[config.mk]
export PLATFORM = sky130hd
export DESIGN_NAME = fetch_unit
export DESIGN_NICKNAME = d
export VERILOG_FILES = /design/src/rtl/fetch_unit.sv
export SDC_FILE = /design/constraint.sdc
export NUM_CORES = 1
export LEC_CHECK = 0
export CAP_MARGIN = 15
export CORE_UTILIZATION = 30
export CTS_BUF_LIST = sky130_fd_sc_hd__clkbuf_4 sky130_fd_sc_hd__clkbuf_8
export CTS_CLUSTER_DIAMETER = 30
export DETAILED_ROUTE_END_ITERATION = 8
export PLACE_DENSITY_LB_ADDON = 0.1
export SLEW_MARGIN = 10
export SYNTH_ARGS = -nofsm -noshare
export SYNTH_HDL_FRONTEND = slang
export SYNTH_SLANG_ARGS = --single-unit
[constraint.sdc]
create_clock -name CLK -period 3.95 [get_ports CLK]
set_input_delay 0.79 -clock CLK [delete_from_list [all_inputs] [get_ports CLK]]
set_output_delay 0.79 -clock CLK [all_outputs]
set_load 0.05 [all_outputs]
[src/rtl/fetch_unit.sv]
// Instruction-fetch stage: owns the PC, addresses the asynchronous ROM and registers the fetched word.
// Supports stall, branch redirect with a one-cycle bubble, and a sticky trap on illegal fetch addresses.
module fetch_unit #(
    parameter int                     TAM_POSICIONES = 1024,
    parameter int                     TAM_PALABRA    = 32,
    parameter logic [31:0]            RESET_PC       = 32'h0000_0000,
    parameter logic [TAM_PALABRA-1:0] NOP_INSTR      = TAM_PALABRA'(32'h0000_0013),
    localparam int                    AW             = $clog2(TAM_POSICIONES)
) (
    input  logic                   CLK,
    input  logic                   RST_n,
    input  logic                   STALL,
    input  logic                   BRANCH_TAKEN,
    input  logic [31:0]            BRANCH_TARGET,
    output logic [AW-1:0]          INS_ADDRESS,
    output logic                   READ_EN,
    input  logic [TAM_PALABRA-1:0] INSTRUCTION_IN,
    output logic [31:0]            IF_PC,
    output logic [TAM_PALABRA-1:0] IF_INSTR,
    output logic                   IF_VALID,
    output logic                   FETCH_ERR,
    output logic [31:0]            FETCH_COUNT
);

    typedef enum logic [1:0] {S_BOOT, S_FETCH, S_HOLD, S_TRAP} state_t;

    state_t                 r_state;
    logic [31:0]            r_pc;
    logic                   r_read_en;
    logic [31:0]            r_if_pc;
    logic [TAM_PALABRA-1:0] r_if_instr;
    logic                   r_if_valid;
    logic                   r_fetch_err;
    logic [31:0]            r_fetch_count;

    logic [31:0]            w_pc_plus4;
    logic                   w_target_ok;
    logic                   w_next_ok;

    // Legal means word-aligned and entirely inside the ROM window.
    function automatic logic isLegal(input logic [31:0] addr);
        return (addr[1:0] == 2'b00) && ((addr >> (AW + 2)) == 32'd0);
    endfunction

    assign w_pc_plus4  = r_pc + 32'd4;
    assign w_target_ok = isLegal(BRANCH_TARGET);
    assign w_next_ok   = isLegal(w_pc_plus4);

    assign INS_ADDRESS = r_pc[AW+1:2];
    assign READ_EN     = r_read_en;
    assign IF_PC       = r_if_pc;
    assign IF_INSTR    = r_if_instr;
    assign IF_VALID    = r_if_valid;
    assign FETCH_ERR   = r_fetch_err;
    assign FETCH_COUNT = r_fetch_count;

    always_ff @(posedge CLK or negedge RST_n) begin
        if (!RST_n) begin
            r_state       <= S_BOOT;
            r_pc          <= RESET_PC;
            r_read_en     <= 1'b0;
            r_if_pc       <= 32'd0;
            r_if_instr    <= NOP_INSTR;
            r_if_valid    <= 1'b0;
            r_fetch_err   <= 1'b0;
            r_fetch_count <= 32'd0;
        end else begin
            case (r_state)
                S_BOOT: begin
                    r_state   <= S_FETCH;
                    r_read_en <= 1'b1;
                end
                S_FETCH, S_HOLD: begin
                    if (BRANCH_TAKEN) begin
                        if (w_target_ok) begin
                            r_pc       <= BRANCH_TARGET;
                            r_if_pc    <= r_pc;
                            r_if_instr <= NOP_INSTR;
                            r_if_valid <= 1'b0;
                            r_state    <= S_FETCH;
                        end else begin
                            r_state     <= S_TRAP;
                            r_read_en   <= 1'b0;
                            r_fetch_err <= 1'b1;
                            r_if_instr  <= NOP_INSTR;
                            r_if_valid  <= 1'b0;
                        end
                    end else if (STALL) begin
                        r_state <= S_HOLD;
                    end else begin
                        // The last word is still delivered; only the PC refuses to leave the ROM.
                        r_if_pc       <= r_pc;
                        r_if_instr    <= INSTRUCTION_IN;
                        r_if_valid    <= 1'b1;
                        r_fetch_count <= r_fetch_count + 32'd1;
                        if (w_next_ok) begin
                            r_pc    <= w_pc_plus4;
                            r_state <= S_FETCH;
                        end else begin
                            r_state     <= S_TRAP;
                            r_read_en   <= 1'b0;
                            r_fetch_err <= 1'b1;
                        end
                    end
                end
                S_TRAP: begin
                    r_read_en   <= 1'b0;
                    r_fetch_err <= 1'b1;
                    r_if_instr  <= NOP_INSTR;
                    r_if_valid  <= 1'b0;
                end
                default: r_state <= S_BOOT;
            endcase
        end
    end

endmodule

Word level (Yosys, flattened, before mapping). Index checks and enable logic that the tools add are counted.

Flip-flop bits (word level): 133. Bits of input ports: 68.

Bitwise gates (word level): 2. Reductions and logical operators: 17. Eq/ne operators: 8. Add/sub/neg operators: 2. Muxes and demuxes: 28.

Operators by type and width (number): $mux W32 (9); $logic_not A32 Y1 (2); $pmux W32 S2 (1); $add A32 B1 Y32 const B (1); $add A32 B3 Y32 const B (1); $mux W1 (10); $ne A3 B3 Y1 const B (3); $reduce_and A3 Y1 (3); $mux W2 (4); $reduce_and A4 Y1 (2); $logic_not A2 Y1 (3); $reduce_bool A2 Y1 (3); $eq A2 B2 Y1 const B (2); $ne A2 B1 Y1 const B (2); $pmux W1 S2 (2); $pmux W2 S2 (1); $pmux W1 S3 (1); $eq A2 B1 Y1 const B (1); $logic_and A1 B1 Y1 (2); $not A1 Y1 (2); $reduce_and A2 Y1 (1); $reduce_or A2 Y1 (1).

Depth between registers and ports, before layout. Gate-level depths: netlist (run 1).

Depth after elaboration: 7. Mapped depth: 11.

Least setup slack after synthesis (run 1). Ideal clock, no wire load.

Kind: input to register. Start point: in STALL. End point: reg r_fetch_count[30], in the netlist FETCH_COUNT[30]. Setup time: 0.141 ns. Data arrival time: 2.893 ns. Stages on the path: 9. Required time: 3.809 ns. Setup slack: 0.916 ns. Cells stage by stage: clkbuf_1 nor3b_2 nand4_1 or2_2 clkbuf_1 nor4_1 and4_1 nand4_1 xnor2_1.

Word-level cells in the longest chain between the ends: 2.

RTL lines: start, declared (RTL line 12) `input logic STALL,`; $not A1 Y1 (no line); $reduce_and A3 Y1 (no line); end signal, assigned (RTL line 95) `r_fetch_count <= r_fetch_count + 32'd1;`; end, declared (RTL line 34) `logic [31:0] r_fetch_count;`.

No other way between the ends. A chain may end at the register's enable or synchronous reset.

Worst setup path in the final report (run 1).
Start point: reg r_pc[2]. End point: reg r_pc[16].

Word-level cells in the longest chain between the ends: 5. Elaborated cells on any way between the ends: 8. Those cells by class: add/sub (1); mux (3); reduce/logical (4).

RTL lines: start, declared (RTL line 28) `logic [31:0] r_pc;`; start signal, assigned (RTL line 97) `r_pc <= w_pc_plus4;`; $add A32 B3 Y32 * (RTL line 45) `assign w_pc_plus4 = r_pc + 32'd4;`; $logic_not A32 Y1 (RTL line 42) `return (addr[1:0] == 2'b00) && ((addr >> (AW + 2)) == 32'd0);`; $logic_and A1 B1 Y1 (RTL line 42); $reduce_bool A2 Y1 (no line); $reduce_and A4 Y1 (no line).

Every way passes the cells marked *; elsewhere a longest branch is shown, timed or not. The select of a mux whose other input is x is not followed.

==> results of run 1 <==
==> path summary, 6_finish.rpt <==
path,start,end,slack [ns],cells after the start
worst max-delay path,r_pc[2],r_pc[16],0.52,10
worst min-delay path,RST_n,IF_PC[12],0.41,1
worst max register to register,r_pc[2],r_pc[16],0.52,10
worst min register to register,IF_INSTR[1],IF_INSTR[1],0.46,2
max in group asynchronous,RST_n,r_pc[2],2.62,2
min in group CLK,IF_INSTR[1],IF_INSTR[1],0.46,2
==> through the flow <==
step | cells | cell area (sq um) | utilization | hold WS (ns)
after floorplan | 507 | 5902 | - | 0.4815
after global placement | 924 | 7918 | 0.4163 | 0.4533
after detailed placement | 924 | 7918 | 0.4163 | 0.4564
after CTS | 956 | 8320 | 0.4375 | 0.4436
after global routing | 957 | 8335 | 0.4383 | 0.4524
final | 957 | 8335 | 0.4383 | 0.4082
==> cells in the mapped netlist, types with 7 or more instances <==
cell	n	share of area
a21oi_1	7	0.0059
nor4_1	13	0.014
xnor2_1	28	0.042
nand2_1	38	0.024
buf_4	10	0.013
nor3_1	15	0.013
inv_1	18	0.011
nor2b_1	19	0.020
a22o_1	29	0.043
nor2_1	26	0.017
nand3_1	19	0.016
nand4_1	15	0.016
and3_1	8	0.0085
dfrtp_1	130	0.55
mux2_2	36	0.069
clkbuf_1	13	0.0083
xor2_1	9	0.013
==> layer usage <==
| layer | vias to the layer above | global-route usage |
|---|---|---|
| met2 | 144 | 0.2420 |
| met5 | - | 0 |
| met1 | 2268 | 0.2193 |
| li1 | 2178 | - |
| met4 | 0 | 0.06169 |
| met3 | 6 | 0.05081 |
==> worst reg2reg max path, delay by kind of cell (launching register included) <==
family,cells,cell delay (ns)
buf+inv,1,0.32
xor+xnor,1,0.17
simple gates,6,1.80
flops,1,0.49
compound gates,1,0.29
fa+ha+maj,1,0.24
==> power by group through the flow <==
| stage | sequential, mW | clock (mW) | combinational (mW) |
|---|---|---|---|
| global placement | 1.39 | 0 | 0.115 |
| finish | 1.36 | 1.15 | 0.113 |
| CTS | 1.36 | 1.20 | 0.116 |
| floorplan | 1.39 | 0 | 0.0104 |
| global route | 1.36 | 1.27 | 0.124 |
| detailed placement | 1.39 | 0 | 0.116 |
==> sequential cells by signal, summed over array words and instances (netlist names) <==
name / flops
IF_VALID: 1
IF_PC: 32
FETCH_COUNT: 32
FETCH_ERR: 1
r_pc: 32
IF_INSTR: 32
r_state: 2
READ_EN: 1
==> final cells by class <==
class	count	area, sq um
clock buffer	19	255.2
clock inverter	13	147.6
fill	1828	10680
inverter	18	67.56
multi-input combinational	326	2347
sequential	133	3332
tap	260	325.3
timing repair buffer	188	1861
==> kinds of logic after synthesis <==
family                     after synthesis  share of synthesized area
AOI/OAI and AO/OA                       70                    0.09413
xor gates and xnor gates                37                    0.05491
adders and majority gates                5                    0.01060
buffers and inverters                   48                    0.03879
DFF                                    133                     0.5646
muxes                                   36                    0.06869
and+or+nand+nor                        178                     0.1683
==> flow_summary.toml, run 1 <==
[power_and_ir_drop]
powerDensity_nw_per_um2 = 314.9
power_leakage_nw = 3.662
p_switching_mw = 0.6069
seq_power_share = 0.518
p_comb_frac = 0.043
peakVddDrop_mv = 0.1735
p_int_mw = 2.018
p_clk_frac = 0.439
p_sw_frac = 0.2312
power_mw = 2.625

[grt]
grt_max_degree = 91
gr-total-overflow = 0
antenna_found_initial = 0
grt_pass1_wl_microns = 25020
grt_pass1_vias = 4548
grt_usage = 0.1623

[clock_tree]
cts_buffer_depth = 2
cts_hold_buf = 0
worstSkewPairLatency_ns = 0.43
post_cts_buffers = 0
cts-resized-gates = 0
cts_sinks = 133
cts_root_buf = "clkbuf_8"
h-tree-depth = 4
cts_buffers = 17
path_clk_slew_ns = 0.07
cts_tree = "built"

[worst_hold_path]
hp-class = "in -> async"

[cells_and_area]
antenna_cells = 0
drive_gt1_frac = 0.1363
mostFrequentLayoutCells = "clkdlybuf4s50_1, dfrtp_1, nand2_1"
final_common_cell = "clkdlybuf4s50_1"
area_growth_pct = 41.23
nets = 757

[worst_setup_path]
crit_required_ns = 4.26
cp_top_family = "simple AND/OR/NAND/NOR gates"
path_class = "reg -> reg"
slowest_delay_ns = 0.49
crit_slowest_cell = "dfrtp_1"
cp_num_buf_inv = 1
start_kind = "flop"
cp.arrival_ns = 3.75
worstPathMaxFanout = 20
crit_chain = "ha_1 -> nand3_1 -> nor3_1 -> nand2_1 -> xnor2_1 -> nor4_2 -> a21oi_2 -> nor3b_2 -> buf_4 -> nor2b_1"
cp-end-kind = "flop"

[synth]
ys_types = 51
syn_inst = 507
ys.flop_type = "dfrtp_1"
syn_nets = 580
syn_area_sq_um = 5902
synth_edf_count = 0
ys.warnings.count = 0
synth_area_per_cell_sq_um = 11.64
ys_ff_latch = 133
ys_seq_area_frac = 0.5646
async_reset_ff_frac = 1.000

[sta]
tightest_slew_ns = 0.8727
finalSetupViolCount = 0
setup_ws_ns = 0.5157
fin_skew_ns = 0.01029
slew_headroom = 0.4182
period_share = 0.8694
rsz0062_at_grt = "no"
max_freq_mhz = 291.2
setup-tns-final_ns = 0
fin_crit_ns = 3.434
hold_viol_final = 0
drv_slew = 0

[detailed_routing]
viasPerCell = 4.803
dr_wl_met2_microns = 7217
drt-met1-wl_microns = 7378
met3WireLength_microns = 914
ant_nets = 0
drt_wl_total_microns = 15640
drt_iter0_markers = 226
drc = 0
dr.pass1.iters = 5
vias = 4596
wl_per_cell_microns = 16.34
top_layer = "met4"

[floorplan]
fp.dieW_microns = 142.3
initial_core_util = 0.3103
ios = 177
core-area_sq_um = 19020
die-area_sq_um = 20240
die_h_microns = 142.3
fp-row-count = 50

[placed_design]
gp_congestion = 0.8393
pre_cts_ws_ns = 0.05779
numPortBuffers = 176
hpwl_microns = 11330

[flow_run]
drv_cap = 0

[run_status]
run_status = "complete, no violations"
No activity file was read; power rests on OpenSTA's default activity.
==> run 2, diff against run 1 <==
--- a/config.mk
+++ b/config.mk
@@ -6,6 +6,8 @@
 export NUM_CORES = 1
 export LEC_CHECK = 0
 export CAP_MARGIN = 15
+export CELL_PAD_IN_SITES_DETAIL_PLACEMENT = 0
+export CELL_PAD_IN_SITES_GLOBAL_PLACEMENT = 2
 export CORE_UTILIZATION = 30
 export CTS_BUF_LIST = sky130_fd_sc_hd__clkbuf_4 sky130_fd_sc_hd__clkbuf_8
 export CTS_CLUSTER_DIAMETER = 30
@@ -15,3 +17,4 @@
 export SYNTH_ARGS = -nofsm -noshare
 export SYNTH_HDL_FRONTEND = slang
 export SYNTH_SLANG_ARGS = --single-unit
+export TNS_END_PERCENT = 10
==> flow_summary.toml, run 2 (synthesis results as in run 1) <==
[run_status]
run_status = "complete, no violations"

[floorplan]
die_h_microns = 142.3
ios = 177
core-area_sq_um = 19020
fp-row-count = 50
fp.dieW_microns = 142.3
initial_core_util = 0.3103
die-area_sq_um = 20240

[placed_design]
numPlacedInstances = 930
hpwl_microns = 11850
numPortBuffers = 176
postPlaceCellArea_sq_um = 7970
gp_congestion = 0.7877

[detailed_routing]
drt-met1-wl_microns = 7779
drc = 0
wl_per_cell_microns = 17.03
drt_wl_total_microns = 16380
drt_iter0_markers = 214
viasPerCell = 4.852
met3WireLength_microns = 1100
vias = 4668
dr_wl_met2_microns = 7277
top_layer = "met5"
dr.pass1.iters = 4
ant_nets = 0

[sta]
whs_ns = 0.4167
hold_viol_final = 0
fin_skew_ns = 0.01685
period_share = 0.8375
slew_headroom = 0.4186
setup-tns-final_ns = 0
fin_crit_ns = 3.308
finalSetupViolCount = 0
drv_slew = 0
max_freq_mhz = 302.3
tightest_slew_ns = 0.8720
rsz0062_at_grt = "no"

[cells_and_area]
final.fill_count = 1843
area_growth_pct = 42.68
nets = 762
seq_area_sq_um = 3332
final_common_cell = "clkdlybuf4s50_1"
drive_gt1_frac = 0.1425
instances_no_fill = 962
antenna_cells = 0
fin_area_sq_um = 8421
mostFrequentLayoutCells = "clkdlybuf4s50_1, dfrtp_1, nand2_1"
multi_input_area_sq_um = 2347

[worst_setup_path]
r2r_end = "r_pc[3]"
start_kind = "flop"
cp_num_buf_inv = 0
reg2reg_depth = 9
cp-end-kind = "flop"
crit_chain = "ha_1 -> nand3_1 -> nor3_1 -> nand2_1 -> xnor2_1 -> nor4_2 -> a21oi_2 -> nor3b_2 -> mux2_2"
slowest_delay_ns = 0.51
cp.arrival_ns = 3.63
reg2reg_slack_ns = 0.64
reg2reg_from = "r_pc[2]"
cp_top_family = "simple AND/OR/NAND/NOR gates"
crit_required_ns = 4.28
path_class = "reg -> reg"
crit_slowest_cell = "dfrtp_1"
worstPathMaxFanout = 15

[clock_tree]
cts_hold_buf = 0
cts_tree = "built"
cts_buffer_depth = 2
worstSkewPairLatency_ns = 0.44
cts-resized-gates = 0
path_clk_slew_ns = 0.08
cts_sinks = 133
cts_buffers = 17
h-tree-depth = 4
post_cts_buffers = 0
cts_root_buf = "clkbuf_8"

[grt]
grt_max_degree = 93
antenna_found_initial = 1
grt_usage = 0.1698
grt_pass1_wl_microns = 26110
grt_pass1_vias = 4662
gr-total-overflow = 0

[worst_hold_path]
hp-class = "in -> async"

[power_and_ir_drop]
powerDensity_nw_per_um2 = 327.8
power_mw = 2.760
power_leakage_nw = 3.711
peakVddDrop_mv = 0.1755

[flow_run]
drv_cap = 0
-- run 2: changes by cell type in the layout (fill, tap and decap cells not counted), sizes merged --
cell,previous run,this run
inv,22,19
clkinvlp,4,3
buf,13,18
clkbuf,19,21
bufinv,2,4
-- run 2: worst reg2reg max path, stage by stage, from the launching register on --
cell and delay [ns]:
dfrtp_1 0.51, ha_1 0.26, nand3_1 0.31, nor3_1 0.40
nand2_1 0.11, xnor2_1 0.16, nor4_2 0.43, a21oi_2 0.27
nor3b_2 0.38, mux2_2 0.37
-- run 2: power by group --
| part | total, mW | switching (mW) | internal (mW) |
|---|---|---|---|
| clock network | 1.29 | 0.549 | 0.739 |
| logic | 0.112 | 0.0470 | 0.0653 |
| registers | 1.36 | 0.0000000277 | 1.36 |
| total | 2.76 | 0.596 | 2.16 |
-- run 2: layout make-up --
cell class / count / share of cell area
clock buffer: 21 / 0.03284
tap: 260 / 0.03863
sequential: 133 / 0.3957
timing repair buffer: 193 / 0.2254
inverter: 18 / 0.008024
multi-input combinational: 326 / 0.2788
clock inverter: 11 / 0.02065
-- run 2: worst max path at each step --
stage | cells past startpoint | to | startpoint
6_report | 9 | r_pc[3] | r_pc[2]
5_1_grt | 10 | r_pc[30] | r_pc[2]
4_1_cts | 9 | r_pc[3] | r_pc[2]
3_5_place_dp | 10 | FETCH_COUNT[30] | BRANCH_TAKEN
3_3_place_gp | 10 | FETCH_COUNT[30] | BRANCH_TAKEN
2_1_floorplan | 9 | FETCH_COUNT[30] | STALL
-- run 2: stage by stage --
step	util	setup WS, ns
CTS	0.4428	0.6540
finish	0.4428	0.6418
global route	0.4428	0.3988
detailed placement	0.4191	0.3504
floorplan	-	0.9162
global placement	0.4183	0.3824
-- run 2: layer usage --
layer	vias to the layer above	GRT usage
met5	-	0
met2	155	0.2513
met1	2300	0.2350
li1	2196	-
met4	2	0.05490
met3	15	0.05283
